$ cat src/rtl/regfile_scoreboard.sv
// Decode-stage register file with HI/LO pair and a per-register pending-write
// scoreboard. Reads, write-through bypass and busy lookups are combinational.
module regfile_scoreboard #(
    parameter int unsigned DATA_W = 32,
    parameter int unsigned NREG   = 32,
    parameter int unsigned ADDR_W = $clog2(NREG),
    parameter int unsigned NRD    = 2,
    parameter int unsigned BYPASS = 1
) (
    input  logic                  clk,
    input  logic                  rst_n,
    input  logic [NRD*ADDR_W-1:0] rd_addr,
    output logic [NRD*DATA_W-1:0] rd_data,
    output logic [NRD-1:0]        rd_busy,
    input  logic                  wr_en,
    input  logic [ADDR_W-1:0]     wr_addr,
    input  logic [DATA_W-1:0]     wr_data,
    input  logic                  iss_en,
    input  logic [ADDR_W-1:0]     iss_addr,
    input  logic                  flush,
    input  logic                  hi_we,
    input  logic [DATA_W-1:0]     hi_wdata,
    input  logic                  lo_we,
    input  logic [DATA_W-1:0]     lo_wdata,
    output logic [DATA_W-1:0]     hi,
    output logic [DATA_W-1:0]     lo,
    output logic [ADDR_W:0]       busy_cnt
);

    localparam logic [ADDR_W:0] CNT_ONE = 1;

    logic [DATA_W-1:0] regs [NREG];
    logic [NREG-1:0]   busy;
    logic [NREG-1:0]   busy_nxt;
    logic [ADDR_W:0]   cnt;
    logic [ADDR_W:0]   cnt_nxt;
    logic [DATA_W-1:0] hi_q;
    logic [DATA_W-1:0] lo_q;
    logic              wr_ok;
    logic              iss_ok;

    // Register 0 is hard-wired: writes and issues to it are discarded here.
    assign wr_ok  = wr_en && (wr_addr != '0);
    assign iss_ok = iss_en && (iss_addr != '0) && !flush;

    always_comb begin
        busy_nxt = busy;
        cnt_nxt  = cnt;
        if (flush) begin
            busy_nxt = '0;
            cnt_nxt  = '0;
        end else begin
            if (wr_ok)
                busy_nxt[wr_addr] = 1'b0;
            if (iss_ok)
                busy_nxt[iss_addr] = 1'b1;
            // Count only real transitions; a same-register set/clear nets to a set.
            if (iss_ok && !busy[iss_addr])
                cnt_nxt = cnt_nxt + CNT_ONE;
            if (wr_ok && busy[wr_addr] && !(iss_ok && (iss_addr == wr_addr)))
                cnt_nxt = cnt_nxt - CNT_ONE;
        end
    end

    always_ff @(posedge clk) begin
        if (!rst_n) begin
            regs <= '{default: '0};
            busy <= '0;
            cnt  <= '0;
            hi_q <= '0;
            lo_q <= '0;
        end else begin
            if (wr_ok)
                regs[wr_addr] <= wr_data;
            busy <= busy_nxt;
            cnt  <= cnt_nxt;
            if (hi_we)
                hi_q <= hi_wdata;
            if (lo_we)
                lo_q <= lo_wdata;
        end
    end

    for (genvar i = 0; i < NRD; i++) begin : g_rd
        logic [ADDR_W-1:0] a;
        logic              fwd;
        assign a   = rd_addr[i*ADDR_W +: ADDR_W];
        assign fwd = (BYPASS != 0) && wr_ok && (wr_addr == a);
        assign rd_data[i*DATA_W +: DATA_W] = fwd ? wr_data : ((a == '0) ? '0 : regs[a]);
        assign rd_busy[i] = busy[a] && !fwd;
    end

    assign hi       = ((BYPASS != 0) && hi_we) ? hi_wdata : hi_q;
    assign lo       = ((BYPASS != 0) && lo_we) ? lo_wdata : lo_q;
    assign busy_cnt = cnt;

endmodule

$ cat config.mk
export PLATFORM = sky130hd
export DESIGN_NAME = regfile_scoreboard
export DESIGN_NICKNAME = d
export VERILOG_FILES = /design/src/rtl/regfile_scoreboard.sv
export SDC_FILE = /design/constraint.sdc
export NUM_CORES = 2
export LEC_CHECK = 0
export CAP_MARGIN = 5
export CORE_MARGIN = 5
export CORE_UTILIZATION = 30
export DETAILED_ROUTE_END_ITERATION = 16
export PLACE_DENSITY_LB_ADDON = 0.08
export SETUP_SLACK_MARGIN = 0.5
export SLEW_MARGIN = 20
export SYNTH_ARGS = -nofsm -noshare
export SYNTH_HDL_FRONTEND = slang
export SYNTH_SLANG_ARGS = --single-unit
$ cat constraint.sdc
create_clock -name clk -period 3.97 [get_ports clk]
set_input_delay 0.794 -clock clk [delete_from_list [all_inputs] [get_ports clk]]
set_output_delay 0.794 -clock clk [all_outputs]
set_load 0.01 [all_outputs]
=== Word-level counts from Yosys, hierarchy flattened ===
Index checks and enable logic that the tools add are counted.

* Register bits: 1126
* Latch bits: 0
* RAM bits: 0
* ROM bits: 0
* Input bits: 123
* Output and inout bits: 136
* Memories: 0

* Add/subtract/negate cells: 2
* Multipliers: 0
* Divide/modulo/power cells: 0
* $lt $le $gt $ge: 10
* Equality and inequality tests: 3
* Shifts and indexed selects: 0
* Multiplexer cells: 33
* Bitwise logic cells: 7
* Reductions and logical operators: 24

{| class="wikitable"
|+ Operator list
! operator !! count
|-
| 1024-bit bitwise mux || 1
|-
| 32-bit 2-to-1 mux || 14
|-
| 32-bit binary-select mux with 5-bit select || 2
|-
| 32-bit demux with 5-bit select || 1
|-
| 32-bit AND || 1
|-
| 32-bit NOT || 1
|-
| 32-bit bitwise OR || 1
|-
| 5-bit by 6-bit < comparator with 1-bit output (second input constant) || 4
|-
| 1-bit binary-select mux with 5-bit select || 4
|-
| 6-bit >= comparator (second input constant) || 3
|-
| 6-bit 2-to-1 mux || 3
|-
| 5-bit NOT with 6-bit output || 3
|-
| 5-bit equality test || 3
|-
| 1-bit logical AND || 14
|-
| 1-bit demux with 5-bit select || 2
|-
| 5-bit by 1-bit >= comparator with 1-bit output (second input constant) || 2
|-
| 5-bit zero test || 2
|-
| 5-bit nonzero test || 2
|-
| 6-bit by 1-bit adder with 6-bit output (second input constant) || 1
|-
| 6-bit by 1-bit < comparator with 1-bit output (second input constant) || 1
|-
| 1-bit 2-to-1 mux || 6
|-
| 6-bit by 1-bit subtractor with 6-bit output (second input constant) || 1
|-
| 1-bit zero test || 5
|-
| 2-bit OR reduction || 1
|-
| 1-bit NOT || 1
|}

=== Depth between registers and ports, before layout ===
* Depth after elaboration: 10
* Gate-level depth with buffers: 12

=== Worst setup path before layout ===
No wires, ideal clock.

* Path type: input to output
* Start: input rd_addr[0]
* End: output rd_data[25]
* Data arrival time: 2.881 ns
* Data required time: 3.176 ns
* Slack: 0.295 ns
* Cell stages on the path: 8
* Buffers on the path: 4
* Path through: clkbuf_1 > buf_2 > buf_2 > buf_2 > mux4_2 > a221oi_1 > o21ai_0 > a22o_1

* Cells in the longest elaborated chain, start to end: 6
* Elaborated cells between the ends (all ways): 9
* Classes of those cells: eq/ne: 1; mux: 5; bitwise: 1; reduce/logical: 2

{| class="wikitable"
|+ Ends and longest elaborated chain
! element !! line !! RTL
|-
| from (decl) || 12 || <nowiki>input logic [NRD*ADDR_W-1:0] rd_addr,</nowiki>
|-
| 5-bit NOT with 6-bit output (implied by the code) || 89 || <nowiki>assign rd_data[i*DATA_W +: DATA_W] = fwd ? wr_data : ((a == '0) ? '0 : regs[a]);</nowiki>
|-
| 32-bit binary-select mux with 5-bit select || 89 ||
|-
| 32-bit 2-to-1 mux (implied by the code) (2 in a row) || 89 ||
|-
| 32-bit 2-to-1 mux || 89 ||
|-
| 32-bit 2-to-1 mux (*) || 89 ||
|-
| to (decl) || 13 || <nowiki>output logic [NRD*DATA_W-1:0] rd_data,</nowiki>
|}

Every way passes the cells marked *; elsewhere a longest branch is shown, timed or not. The select of a mux whose other input is x is not followed.

=== Worst setup path after layout ===
Same ends and word-level chain as after synthesis.

==> flow_summary_export.csv <==
group,metric,value,unit
min_path,hp-class,"reg -> reg",
timing,finalCritPeriodShare,0.988,
clocking,clockBufferDepth,3,
clocking,clock_sinks,1126,
floorplan,start_util,0.302,
cells_and_area,syn_to_final_growth,32.0,%
timing,worst_pin_slew,1.01,ns
drt,drt-total-wl,301000,um
clocking,cts-root-buf,"clkbuf_16",
drt,first_iter_violations,4928,
setup_path,cpLargestDelayFamily,"buffers and inverters",
power_and_ir_drop,power_density,367,nW/um2
setup_path,cp-end-kind,"primary output",
synthesis,avgSynthCellArea,8.98,um2
timing,hold_viol,0,
placed_design,io_buffer_count,258,
cells_and_area,finalInstanceArea,79600,um2
setup_path,crit_slowest_cell,"mux4_2",
grt,antenna_found_initial,10,
power_and_ir_drop,leakagePower,27.7,nW
synthesis,yosys_register_bits,1126,
synthesis,async_flop_share,0,
drt,viasPerCell,5.49,
timing,rsz0062_at_grt,"yes",
setup_path,cp.arrival,3.13,ns
grt,grt_pass1_wl,420000,um
clocking,clkTransAtPathRegs,0.06,ns
drt,drt_pass1_iterations,6,
synthesis,synth_area_leaders,"dfxtp_1 (37%), mux4_2 (14%), nand2_1 (13%)",
synthesis,synth_edf_count,0,
floorplan,core_area,200000,um2
drt,drcViolationCount,0,
synthesis,synth_seq_area_share,0.374,
timing,fin_skew,0.0195,ns
setup_path,cp_cell_sequence,"buf_16 -> buf_12 -> buf_16 -> buf_8 -> mux4_2 -> mux2_4 -> a221oi_4 -> buf_4 -> o21ai_4 -> buf_6 -> a22o_1 -> buf_6",
setup_path,crit_buf_inv,7,
grt,grt.overflow.total,0,
clocking,clk_latency,0.81,ns
synthesis,synthCells,6715,
drt,vias,54900,
clocking,htreeDepth,4,
timing,finalSetupViolCount,0,
synthesis,synth_warnings,0,
floorplan,die-area,210000,um2
synthesis,synth_commonest_cells,"nand2_1 (2074), dfxtp_1 (1126), a21boi_0 (842), clkbuf_1 (520), mux4_2 (383)",
status,status,"completed",
floorplan,rows,164,
drt,wl_per_cell,30.1,um
synthesis,synth_nets,6840,
setup_path,critical_path.max_fanout,7,
placed_design,place_hpwl,188000,um
floorplan,io_pins,259,
power_and_ir_drop,power,29.2,mW
synthesis,yosysMostFrequentCell,"nand2_1",
synthesis,ys_types,63,
power_and_ir_drop,vdd_drop_max,0.499,mV
setup_path,startpoint_type,"input pin",
cells_and_area,layout.nets,7352,
placed_design,dpl_cell_area,69700,um2
clocking,tritoncts,"yes",
setup_path,path_class,"in -> out",
grt,grt_pass1_vias,53000,
setup_path,slowest_delay,0.49,ns
grt,grt_use_total,0.277,
placed_design,dp.cells,9522,
floorplan,fp.dieH,458,um
setup_path,required,3.18,ns
floorplan,die_w,458,um
timing,finalCriticalPeriod,3.92,ns
synthesis,ys.flop_type,"dfxtp_1",
cells_and_area,drive_above_1_share,0.272,
clocking,cts_buffers,141,
placed_design,gp_congestion,0.837,
timing,slew_headroom,0.327,
grt,grt_max_degree,130,
drt,ant_nets,0,
run,cap_violations,0,
synthesis,yosys.area.top_type,"dfxtp_1",
synthesis,syn_area,60300,um2
timing,max_freq,255,MHz
synthesis,synth_top_area_share,0.374,
cells_and_area,final_cells,10000,
timing,final_max_slew_viol_count,0,
## power breakdown
group	switching (mW)	leakage [nW]	internal, mW	total (mW)
Sequential	0.0688	9.09	11.4	11.5
Combinational	2.17	16.2	1.78	3.95
Clock	5.57	2.41	8.22	13.8
## worst paths after layout
path	startpoint	endpoint	slack [ns]	depth (start not counted)
worst max-delay path	rd_addr[0]	rd_data[25]	0.05	12
worst min-delay path	regs[836]	regs[836]	0.47	2
worst max register to register	busy[27]	busy_cnt[4]	1.23	10
worst min register to register	regs[836]	regs[836]	0.47	2
## final cells by class
type,instances,area [um2]
Multi-Input combinational cell,4885,36700
Antenna cell,5,12.5
Fill cell,19700,120000
Tap cell,2656,3320
Sequential cell,1126,22600
Timing Repair Buffer,1068,12100
Clock buffer,203,4120
Clock inverter,54,751
Inverter,5,18.8
## per-stage QoR
stage,setup WS (ns),hold WS (ns),setup TNS [ns],utilization
6_report,0.0478,0.467,0,0.398
4_1_cts,0.0254,0.466,0,0.389
3_3_place_gp,-0.633,0.453,-21.61,0.349
5_1_grt,0.0414,0.474,0,0.398
3_5_place_dp,-0.632,0.458,-22.93,0.349
2_1_floorplan,0.501,0.440,0,-
## layout by cell type, fill, tap and decap left out, types with 15 or more instances in the layout
cell	synthesis	final
o21ai_0	181	44
buf_2	99	46
mux2_4	0	29
a21boi_0	842	842
a21oi_2	0	28
and2_1	98	98
buf_16	0	44
o21ai_2	0	69
a22oi_1	97	75
a21oi_1	80	45
nand2_2	0	36
o221ai_1	22	21
mux2_2	163	134
nand2_1	2074	2036
buf_4	39	487
clkdlybuf4s50_1	0	176
a22o_1	33	33
mux2i_1	305	297
o21ai_4	1	15
a21boi_1	150	150
o211ai_1	47	47
mux4_2	383	383
buf_6	2	103
bufinv_16	0	15
o22ai_1	31	30
dfxtp_1	1126	1119
buf_12	0	163
clkbuf_1	520	30
a221oi_2	0	61
clkbuf_8	0	29
clkbuf_16	0	154
nor2_4	0	34
nand2b_1	17	16
a22oi_2	0	22
clkinv_2	0	26
buf_8	0	28
a221oi_1	87	17
nor2_1	156	116
o21ai_1	6	60
## sequential cells by signal (all words and copies together), names as in the netlist
signal	flops
regs	1024
busy_cnt	6
lo_q	32
hi_q	32
busy	32
## layer usage
metal / part of all wire / global-route usage / vias to the layer above
met5: 0.000056 / 0 / -
met4: 0.046 / 0.113 / 2
met3: 0.055 / 0.0362 / 497
met2: 0.47 / 0.461 / 1955
met1: 0.43 / 0.364 / 27900
li1: - / - / 24600
## worst min-delay path, cell delays in order, from the launching register on
cell and delay (ns):
dfxtp_1 0.32, nand2_1 0.05, a21boi_1 0.05
## timing repair
action                                  in CTS  in global routing
endpoints found under the setup margin      66                 66
buffers inserted                           112                 76
gates cloned                                21                  9
hold buffers                                 0                  0
gates resized for setup                    642                355
pin swaps                                  105                152
## kinds of logic (layout without fill, tap and decap cells)
kind of cell,after synthesis,after routing,share of synthesized area
adders and majority gates,2,2,0.000415
AOI/OAI and AO/OA,1606,1606,0.192
DFF,1126,1126,0.374
muxes,851,851,0.224
other,0,5,0
and+or+nand+nor,2404,2404,0.158
buffers and inverters,704,1330,0.0486
xor gates and xnor gates,22,22,0.00320
(Power assumes the default switching activity.)
